### src/rtl/det_pkg.sv
// Package: det_pkg
// Shared types and helpers for the detection sink.
//   calc_w_x / calc_w_y  : coordinate field widths from the image size
//   calc_filler_w        : unused high bits of a packed 32-bit detect word
//   det_entry_t          : FIFO entry layout for the default 320x240 image
//   det_state_t          : collection state machine states
package det_pkg;

   function automatic int unsigned calc_w_x(input int unsigned img_width);
      return $clog2(img_width);
   endfunction

   function automatic int unsigned calc_w_y(input int unsigned img_height);
      return $clog2(img_height);
   endfunction

   function automatic int unsigned calc_filler_w(input int unsigned img_width,
                                                 input int unsigned img_height);
      return 32 - 8 - calc_w_y(img_height) - calc_w_x(img_width);
   endfunction

   localparam int unsigned DEF_W_X = calc_w_x(320);
   localparam int unsigned DEF_W_Y = calc_w_y(240);

   typedef struct packed {
      logic               eot;
      logic [7:0]         scale;
      logic [DEF_W_Y-1:0] y;
      logic [DEF_W_X-1:0] x;
   } det_entry_t;

   typedef enum logic [1:0] {
      IDLE,
      COLLECT,
      DRAIN
   } det_state_t;

endpackage

### src/rtl/detect_sink_sync_fifo.sv
// Module: sync_fifo
// Single-clock FIFO with the head entry presented directly from storage.
//   clk, rst  : clock, synchronous active-high reset
//   flush     : synchronous empty (wins over push/pop)
//   push, din : write request and data (ignored when full)
//   pop       : consume head (ignored when empty)
//   dout      : head entry, zero when empty
//   full, empty, count : occupancy status
module sync_fifo #(
   parameter  int unsigned WIDTH = 8,
   parameter  int unsigned DEPTH = 4,
   localparam int unsigned AW    = $clog2(DEPTH),
   localparam int unsigned CW    = AW + 1
) (
   input  logic             clk,
   input  logic             rst,
   input  logic             flush,
   input  logic             push,
   input  logic [WIDTH-1:0] din,
   input  logic             pop,
   output logic [WIDTH-1:0] dout,
   output logic             full,
   output logic             empty,
   output logic [CW-1:0]    count
);

   localparam logic [CW-1:0] DEPTH_C = CW'(DEPTH);

   logic [WIDTH-1:0] mem_q [DEPTH];
   logic [AW-1:0]    wr_ptr_q, wr_ptr_d;
   logic [AW-1:0]    rd_ptr_q, rd_ptr_d;
   logic [CW-1:0]    count_q, count_d;
   logic             do_push, do_pop;

   assign full    = (count_q == DEPTH_C);
   assign empty   = (count_q == '0);
   assign count   = count_q;
   assign do_push = push & ~full;
   assign do_pop  = pop & ~empty;
   assign dout    = empty ? '0 : mem_q[rd_ptr_q];

   always_comb begin
      wr_ptr_d = wr_ptr_q;
      rd_ptr_d = rd_ptr_q;
      count_d  = count_q;
      if (flush) begin
         wr_ptr_d = '0;
         rd_ptr_d = '0;
         count_d  = '0;
      end else begin
         if (do_push) wr_ptr_d = wr_ptr_q + AW'(1);
         if (do_pop)  rd_ptr_d = rd_ptr_q + AW'(1);
         unique case ({do_push, do_pop})
            2'b10:   count_d = count_q + CW'(1);
            2'b01:   count_d = count_q - CW'(1);
            default: count_d = count_q;
         endcase
      end
   end

   always_ff @(posedge clk) begin
      if (rst) begin
         wr_ptr_q <= '0;
         rd_ptr_q <= '0;
         count_q  <= '0;
      end else begin
         wr_ptr_q <= wr_ptr_d;
         rd_ptr_q <= rd_ptr_d;
         count_q  <= count_d;
      end
   end

   always_ff @(posedge clk) begin
      if (do_push && !flush) mem_q[wr_ptr_q] <= din;
   end

endmodule

### src/rtl/detect_sink.sv
// Module: detect_sink
// Receives packed detect words (valid/ready/eot), unpacks scale/y/x, buffers
// them for a host reader, counts detections per frame and raises a sticky
// done_irq once the end-of-frame marker has been read out.
//   clk, rst (sync, active-high), frame_start : clock, reset, frame arm/abort
//   det_valid/det_ready/det_eot/det_data      : detect word input
//   out_valid/out_ready/out_eot/out_scale/out_y/out_x : FIFO head to host
//   det_count, err, done_irq                  : per-frame status
// Optional: DETECT_SINK_DROP_ON_FULL_EN -- never back-pressure; words that
// find the FIFO full are dropped and counted on drop_count.
module detect_sink
   import det_pkg::*;
#(
   parameter  int unsigned IMG_WIDTH  = 320,
   parameter  int unsigned IMG_HEIGHT = 240,
   parameter  int unsigned FIFO_DEPTH = 64,
   parameter  int unsigned W_CNT      = 16,
   localparam int unsigned W_X        = calc_w_x(IMG_WIDTH),
   localparam int unsigned W_Y        = calc_w_y(IMG_HEIGHT)
) (
   input  logic             clk,
   input  logic             rst,
   input  logic             frame_start,
   input  logic             det_valid,
   output logic             det_ready,
   input  logic             det_eot,
   input  logic [31:0]      det_data,
   output logic             out_valid,
   input  logic             out_ready,
   output logic             out_eot,
   output logic [7:0]       out_scale,
   output logic [W_Y-1:0]   out_y,
   output logic [W_X-1:0]   out_x,
   output logic [W_CNT-1:0] det_count,
   output logic             err,
   output logic             done_irq
`ifdef DETECT_SINK_DROP_ON_FULL_EN
   ,
   output logic [15:0]      drop_count
`endif
);

   localparam int unsigned FILLER_W = calc_filler_w(IMG_WIDTH, IMG_HEIGHT);
   localparam int unsigned ENTRY_W  = 1 + 8 + W_Y + W_X;
   localparam int unsigned CW       = $clog2(FIFO_DEPTH) + 1;

   typedef struct packed {
      logic           eot;
      logic [7:0]     scale;
      logic [W_Y-1:0] y;
      logic [W_X-1:0] x;
   } entry_t;

   det_state_t      state_q, state_d;
   logic [W_CNT-1:0] det_count_q, det_count_d;
   logic            err_q, err_d;
   logic            done_irq_q, done_irq_d;

   entry_t          push_entry, head;
   logic            fifo_push, fifo_flush, fifo_pop;
   logic            fifo_full, fifo_empty;
   logic [CW-1:0]   fifo_count;
   logic [ENTRY_W-1:0] fifo_dout;

   logic [7:0]      in_scale;
   logic [W_Y-1:0]  in_y;
   logic [W_X-1:0]  in_x;
   logic            in_range, det_accept;

   logic            unused_bits;

   assign in_x     = det_data[0 +: W_X];
   assign in_y     = det_data[W_X +: W_Y];
   assign in_scale = det_data[W_X+W_Y +: 8];
   assign in_range = (32'(in_x) < IMG_WIDTH) && (32'(in_y) < IMG_HEIGHT);

   assign unused_bits = ^{det_data[31 -: FILLER_W], fifo_count, fifo_full};

   // frame_start gates ready so a word offered in an abort cycle is refused.
`ifdef DETECT_SINK_DROP_ON_FULL_EN
   localparam logic [CW-1:0] SLOT_LIMIT = CW'(FIFO_DEPTH - 1);
   logic [15:0] drop_count_q, drop_count_d;
   assign det_ready  = (state_q == COLLECT) & ~frame_start;
   assign drop_count = drop_count_q;
`else
   assign det_ready  = (state_q == COLLECT) & ~fifo_full & ~frame_start;
`endif

   assign det_accept = det_valid & det_ready;
   assign head       = entry_t'(fifo_dout);
   assign out_valid  = ~fifo_empty;
   assign fifo_pop   = out_ready & out_valid;
   assign out_eot    = head.eot;
   assign out_scale  = head.scale;
   assign out_y      = head.y;
   assign out_x      = head.x;
   assign det_count  = det_count_q;
   assign err        = err_q;
   assign done_irq   = done_irq_q;

   always_comb begin
      state_d     = state_q;
      det_count_d = det_count_q;
      err_d       = err_q;
      done_irq_d  = done_irq_q;
      fifo_push   = 1'b0;
      fifo_flush  = 1'b0;
      push_entry  = '0;
`ifdef DETECT_SINK_DROP_ON_FULL_EN
      drop_count_d = drop_count_q;
`endif
      if (frame_start) begin
         fifo_flush  = 1'b1;
         det_count_d = '0;
         err_d       = 1'b0;
         done_irq_d  = 1'b0;
         state_d     = COLLECT;
`ifdef DETECT_SINK_DROP_ON_FULL_EN
         drop_count_d = '0;
`endif
      end else begin
         unique case (state_q)
            IDLE: ;
            COLLECT: begin
               if (det_accept) begin
                  if (det_eot) begin
                     fifo_push      = 1'b1;
                     push_entry.eot = 1'b1;
                     state_d        = DRAIN;
                  end else if (in_range) begin
                     push_entry.scale = in_scale;
                     push_entry.y     = in_y;
                     push_entry.x     = in_x;
`ifdef DETECT_SINK_DROP_ON_FULL_EN
                     // Last slot stays free for the end-of-frame marker.
                     if (fifo_count < SLOT_LIMIT) begin
                        fifo_push = 1'b1;
                        if (det_count_q != '1) det_count_d = det_count_q + W_CNT'(1);
                     end else if (drop_count_q != '1) begin
                        drop_count_d = drop_count_q + 16'd1;
                     end
`else
                     fifo_push = 1'b1;
                     if (det_count_q != '1) det_count_d = det_count_q + W_CNT'(1);
`endif
                  end else begin
                     err_d = 1'b1;
                  end
               end
            end
            DRAIN: begin
               if (fifo_pop && head.eot) begin
                  done_irq_d = 1'b1;
                  state_d    = IDLE;
               end
            end
            default: state_d = IDLE;
         endcase
      end
   end

   always_ff @(posedge clk) begin
      if (rst) begin
         state_q     <= IDLE;
         det_count_q <= '0;
         err_q       <= 1'b0;
         done_irq_q  <= 1'b0;
`ifdef DETECT_SINK_DROP_ON_FULL_EN
         drop_count_q <= '0;
`endif
      end else begin
         state_q     <= state_d;
         det_count_q <= det_count_d;
         err_q       <= err_d;
         done_irq_q  <= done_irq_d;
`ifdef DETECT_SINK_DROP_ON_FULL_EN
         drop_count_q <= drop_count_d;
`endif
      end
   end

   sync_fifo #(
      .WIDTH (ENTRY_W),
      .DEPTH (FIFO_DEPTH)
   ) u_fifo (
      .clk   (clk),
      .rst   (rst),
      .flush (fifo_flush),
      .push  (fifo_push),
      .din   (push_entry),
      .pop   (fifo_pop),
      .dout  (fifo_dout),
      .full  (fifo_full),
      .empty (fifo_empty),
      .count (fifo_count)
   );

endmodule
### config.mk
export PLATFORM = sky130hd
export DESIGN_NAME = detect_sink
export DESIGN_NICKNAME = d
export VERILOG_FILES = /design/src/rtl/det_pkg.sv /design/src/rtl/detect_sink_sync_fifo.sv /design/src/rtl/detect_sink.sv
export SDC_FILE = /design/constraint.sdc
export NUM_CORES = 2
export LEC_CHECK = 0
export CAP_MARGIN = 20
export CORE_ASPECT_RATIO = 1.75
export CORE_UTILIZATION = 62
export CTS_CLUSTER_DIAMETER = 120
export CTS_CLUSTER_SIZE = 20
export DETAILED_ROUTE_END_ITERATION = 16
export HOLD_SLACK_MARGIN = 0.06
export PLACE_DENSITY = 0.85
export SKIP_LAST_GASP = 1
export SYNTH_ARGS = -nofsm -noshare
export SYNTH_HDL_FRONTEND = slang
export SYNTH_HIERARCHICAL = 1
export SYNTH_SLANG_ARGS = --single-unit
### constraint.sdc
create_clock -name clk -period 5.2 [get_ports clk]
set_clock_uncertainty 0.1 [all_clocks]
set_input_delay 0.52 -clock clk [delete_from_list [all_inputs] [get_ports clk]]
set_output_delay 0.52 -clock clk [all_outputs]
set_load 0.005 [all_outputs]
Word level (Yosys, flattened, before mapping):

Memories as Yosys holds them, arrays and structs flattened. A register that Yosys moved wholly into a read port is not among the register bits.
Index checks and enable logic that the tools add are counted.

* register bits after elaboration: 39
* latch bits: 0
* memory bits (writable): 1664
* memory bits (read-only): 0
* input bits: 38
* output and inout bits: 46
* memories kept: 1

* add/subtract/negate cells: 5
* $mul: 0
* div/mod/pow operators: 0
* $lt $le $gt $ge: 2
* eq/ne operators: 13
* shift operators: 0
* muxes and demuxes: 23
* bitwise operators: 12
* reductions and logical operators: 14

Memories
* u_fifo.mem_q: depth 64, bits a word 26, rd ports 1, clocked after memory_dff 1, write ports 1, RTL line detect_sink_sync_fifo.sv:29 `logic [WIDTH-1:0] mem_q [DEPTH];`

Operators with widths (count)
* two-way mux 26 bit: 4
* two-way mux 25 bit: 2
* adder 16 x 1 -> 16 bit, second input constant: 1
* inequality test 16 bit, second input constant: 1
* one-hot mux 7 bit (2 select lines): 1
* adder 6 x 1 -> 6 bit, second input constant: 2
* two-way mux 6 bit: 2
* AND reduction 4 bit: 3
* two-way mux 1 bit: 10
* < comparator 9 bit, second input constant: 1
* inequality test 3 bit, second input constant: 3
* < comparator 8 bit, second input constant: 1
* inequality test 2 bit, second input constant: 4
* adder 7 x 1 -> 7 bit, second input constant: 1
* equality test 7 bit, second input constant: 1
* zero test 7 bit: 1
* subtractor 7 x 1 -> 7 bit, second input constant: 1
* bitwise AND 1 bit: 6
* two-way mux 2 bit: 3
* NOT 1 bit: 6
* one-hot mux 2 bit (3 select lines): 1
* AND reduction 5 bit: 1
* equality test 2 x 1 -> 1 bit, second input constant: 2
* equality test 2 bit, second input constant: 2
* 6 further kinds: 9

Depth between registers and ports, before layout:

* depth in word-level cells: 12
* mapped depth: 16
* mapped depth without buffers: 16

By module:

The synthesis kept the hierarchy.

By module, submodules not included
* sync_fifo: instances 1, cells each 3021, area each 64908.5 um2, sequential area each 50468.4 um2
* detect_sink: instances 1, cells each 154, area each 1234.9 um2, sequential area each 400.4 um2

Worst setup path before layout:

OpenSTA, ideal clock, no wires.

* path type: reg-to-reg
* start point: reg u_fifo.count_q[0], in the netlist u_fifo/count[0]
* end point: mem u_fifo/mem_q[63][0] (netlist bit) (enable)
* setup time: 0.409 ns
* data arrival time: 3.205 ns
* required time: 4.691 ns
* path slack: 1.486 ns
* stages on the path, launching flop included: 11
* cell sequence: dfxtp_1 -> nor2_1 -> and3_1 -> nor4b_4 -> nand2_1 -> nor2_1 -> inv_1 -> a31oi_2 -> and3b_1 -> nand3_1 -> nor2_1

* word-level cells in the longest chain between the ends: 12

Ends and longest elaborated chain
* start, declared: RTL line detect_sink_sync_fifo.sv:32 `logic [CW-1:0] count_q, count_d;`
* start signal, assigned: RTL line detect_sink_sync_fifo.sv:69 `count_q <= count_d;`
* equality test 7 bit: RTL line detect_sink_sync_fifo.sv:35 `assign full = (count_q == DEPTH_C);`
* named net fifo_full: RTL line detect_sink.sv:61 `logic fifo_full, fifo_empty;`
* NOT 1 bit: RTL line detect_sink.sv:86 `assign det_ready = (state_q == COLLECT) & ~fifo_full & ~frame_start;`
* bitwise AND 1 bit (2 in series): RTL line detect_sink.sv:86
* named net det_ready: RTL line detect_sink.sv:25 `output logic det_ready,`
* bitwise AND 1 bit: RTL line detect_sink.sv:89 `assign det_accept = det_valid & det_ready;`
* two-way mux 1 bit: RTL line detect_sink.sv:125 `if (det_accept) begin`
* two-way mux 1 bit: RTL line detect_sink.sv:122 `unique case (state_q)`
* two-way mux 1 bit: RTL line detect_sink.sv:112 `if (frame_start) begin`
* named net fifo_push: RTL line detect_sink.sv:60 `logic fifo_push, fifo_flush, fifo_pop;`
* bitwise AND 1 bit: RTL line detect_sink_sync_fifo.sv:38 `assign do_push = push & ~full;`
* logical AND 1 bit: RTL line detect_sink_sync_fifo.sv:74 `if (do_push && !flush) mem_q[wr_ptr_q] <= din;`
* two-way mux 1 bit: RTL line detect_sink_sync_fifo.sv:74
* two-way mux 1 bit (implied by the code): RTL line detect_sink_sync_fifo.sv:74
* end, declared: RTL line detect_sink_sync_fifo.sv:29

The timed path passes the listed nets, and every way through them passes these cells.

==> flow_metrics.py <==
metrics = {
    "outcome": {
        "outcome": "complete, but fails checks",
        "violations": "negative setup slack",
    },
    "synthesis": {
        "synth-edff-count": 1664,
        "ys_seq_elements": 1709,
        "yosys-top-cells-area": "edfxtp_1, mux4_2, mux2i_1",
        "syn-num-nets": 3223,
        "ys_types": 82,
        "avgSynthCellArea_um2": 20.8,
        "synth_top_cell_by_area": "edfxtp_1",
        "synthCells": 3175,
        "yosysWarnings": 6,
        "async_flop_share": 0,
        "ys_seq_area_frac": 0.769,
        "netlist.area_leader.share": 0.755,
        "ys.flop_type": "edfxtp_1",
        "syn_area_um2": 66100,
    },
    "grt": {
        "grtUsageMet1": 0.367,
        "grt_max_degree": 84,
        "grt-ovfl-total": 0,
        "grt_pass1_wl_mm": 240,
        "antenna_found_initial": 3,
        "grt_busiest_layer": "met2",
        "grtUsageMet2": 0.544,
        "track_usage": 0.317,
        "grt.met3_usage": 0.0564,
        "grt_pass1_vias": 34912,
    },
    "routing": {
        "routed_wl_mm": 170,
        "wl_per_cell_um": 35.8,
        "ant_nets": 0,
        "vias": 34490,
        "firstDrtPassIters": 5,
        "drc": 0,
        "drt_iter0_drc": 4605,
        "avgViaCountPerCell": 7.29,
    },
    "hold_path": {
        "hold_class": "in2reg",
    },
    "clock_tree": {
        "cts_resized": 0,
        "tritoncts": "done",
        "cts_buffers": 95,
        "cts_hold_buf": 0,
        "cts_root_buf": "clkbuf_16",
        "htree_levels": 3,
        "clock_path_buffers": 3,
        "clock_latency_ps": 730,
        "clk_pin_slew_ps": 80,
        "cts_setup_buffers": 0,
        "clock_sinks": 1709,
    },
    "sta": {
        "hold_viol_final": 0,
        "report.final.slew_viol_count": 0,
        "tightest_slew_ps": 1170,
        "finalWorstSetupSlack_ps": -20.4,
        "finalCriticalPeriod_ps": 5220,
        "relSlewSlack": 0.217,
        "rsz0062_at_grt": "no",
        "fmax_mhz": 192,
        "post-route-period-util": 1.00,
        "setup-violations-final": 1,
    },
    "worst_setup_path": {
        "crit_path_max_incr_delay_ps": 900,
        "crit_path_end_kind": "output port",
        "cp_max_fo": 33,
        "worstPathArrival_ps": 4600,
        "cp.required_ps": 4580,
        "cpMostUsedCell": "buf_4",
        "cp_slowest_cell": "dfxtp_1",
        "startpoint_type": "flip-flop",
        "path_cells": "buf_4 > or3b_2 > buf_12 > nor2_1 > nor4_1 > o211ai_1 > o2bb2ai_1 > buf_4 > clkdlybuf4s50_1",
        "worstSetupPathType": "reg2out",
    },
    "floorplanning": {
        "die_w_um": 249,
        "die-area_um2": 108000,
        "coreArea_um2": 106000,
        "floorplan.initialDensity": 0.625,
        "num_rows": 158,
        "fp.dieH_um": 434,
        "pin_count": 84,
    },
    "finish": {
        "final_util": 0.684,
        "nNetsFinal": 3393,
        "area.growth.synth_to_final_pct": 9.37,
        "layout_common_cells": "edfxtp_1, mux4_2, mux2i_1, o22ai_1, buf_4",
        "drive_above_1_share": 0.237,
        "layout_commonest_cell": "edfxtp_1",
    },
    "power": {
        "peakVddDrop_mv": 0.280,
        "p_total_uw": 22500,
        "p_per_area_nw_per_um2": 311,
        "p_leak_uw": 0.0251,
    },
    "place": {
        "globalplace.congestion": 0.853,
        "dp_slack_ps": 756,
        "dp_hpwl_mm": 101,
        "io_buffers": 76,
    },
    "job": {
        "cap_violations": 0,
    },
}
[cell type report]
type	instances	area (um2)
clock buffer	117	2480
antenna	2	5.00
clock inverter	7	101
fill	5844	33400
tap	1360	1700
sequential	1709	50900
multi-input combinational	1280	14600
timing repair buffer	249	2560
inverter	10	37.5
[sequential cells by signal (all words and copies together), names as in the netlist, named ones only]
name,cells
u_fifo/mem_q,1664
det_count,16
u_fifo/count,7
u_fifo/rd_ptr_q,6
u_fifo/wr_ptr_q,6
state_q,2
done_irq,1
err,1
[final timing paths]
| path | startpoint | to | slack (ps) | depth (start not counted) |
|---|---|---|---|---|
| max | flip-flop | out_eot | -20 | 9 |
| min | rst | state_q[0] | 370 | 2 |
| max reg2reg | u_fifo/count[0] | u_fifo/mem_q[16][15] | 630 | 10 |
| min reg2reg | done_irq | done_irq | 390 | 2 |
[worst max-delay path, delay by kind of cell, from the launching register on]
kind	cells	cell delay, ps
DFF	1	900
and+or+nand+nor	3	1010
AOI/OAI and AO/OA	2	520
buffers and inverters	4	1380
[layer usage]
layer  up-vias  share of wire
met5         -              0
met4         0          0.075
met3       693           0.11
met2      2837           0.51
met1     17411           0.30
li1      13549              -
[cells by family after synthesis]
| kind of cell | after synthesis | share of synthesized area |
|---|---|---|
| flops | 1709 | 0.769 |
| fa+ha+maj | 10 | 0.00201 |
| xor+xnor | 12 | 0.00159 |
| compound gates | 384 | 0.0418 |
| buf+inv | 186 | 0.0179 |
| mux | 521 | 0.137 |
| simple gates | 353 | 0.0304 |
[synthesized netlist by cell type, drive strengths merged (11+ instances only)]
| master | instances |
|---|---|
| nand2 | 28 |
| o22ai | 134 |
| and2 | 27 |
| o22a | 19 |
| o21ai | 46 |
| a21oi | 19 |
| nand4 | 30 |
| clkbuf | 46 |
| a22oi | 40 |
| mux2i | 135 |
| nor3 | 11 |
| dfxtp | 45 |
| mux4 | 298 |
| a221oi | 11 |
| nand3 | 14 |
| buf | 130 |
| mux2 | 88 |
| o211ai | 14 |
| or4 | 18 |
| o41ai | 18 |
| nor2b | 33 |
| nor2 | 121 |
| a211oi | 50 |
| edfxtp | 1664 |
[per-stage QoR]
stage / area (um2) / hold WS, ps / cells / setup TNS, ps
3_5_place_dp: 69500 / 366 / 4595 / 0
6_report: 72300 / 373 / 4734 / -20.4
4_1_cts: 72100 / 334 / 4719 / 0
3_3_place_gp: 69500 / 365 / 4594 / 0
5_1_grt: 72300 / 398 / 4733 / 0
2_1_floorplan: 66100 / 361 / 3175 / 0
[report_power, final]
group | internal, uW | switching (uW) | total [uW]
logic | 36.5 | 67.7 | 104
registers | 14900 | 1.22 | 14900
clock network | 3370 | 4150 | 7520
total | 18300 | 4220 | 22500
(Power assumes the default switching activity.)
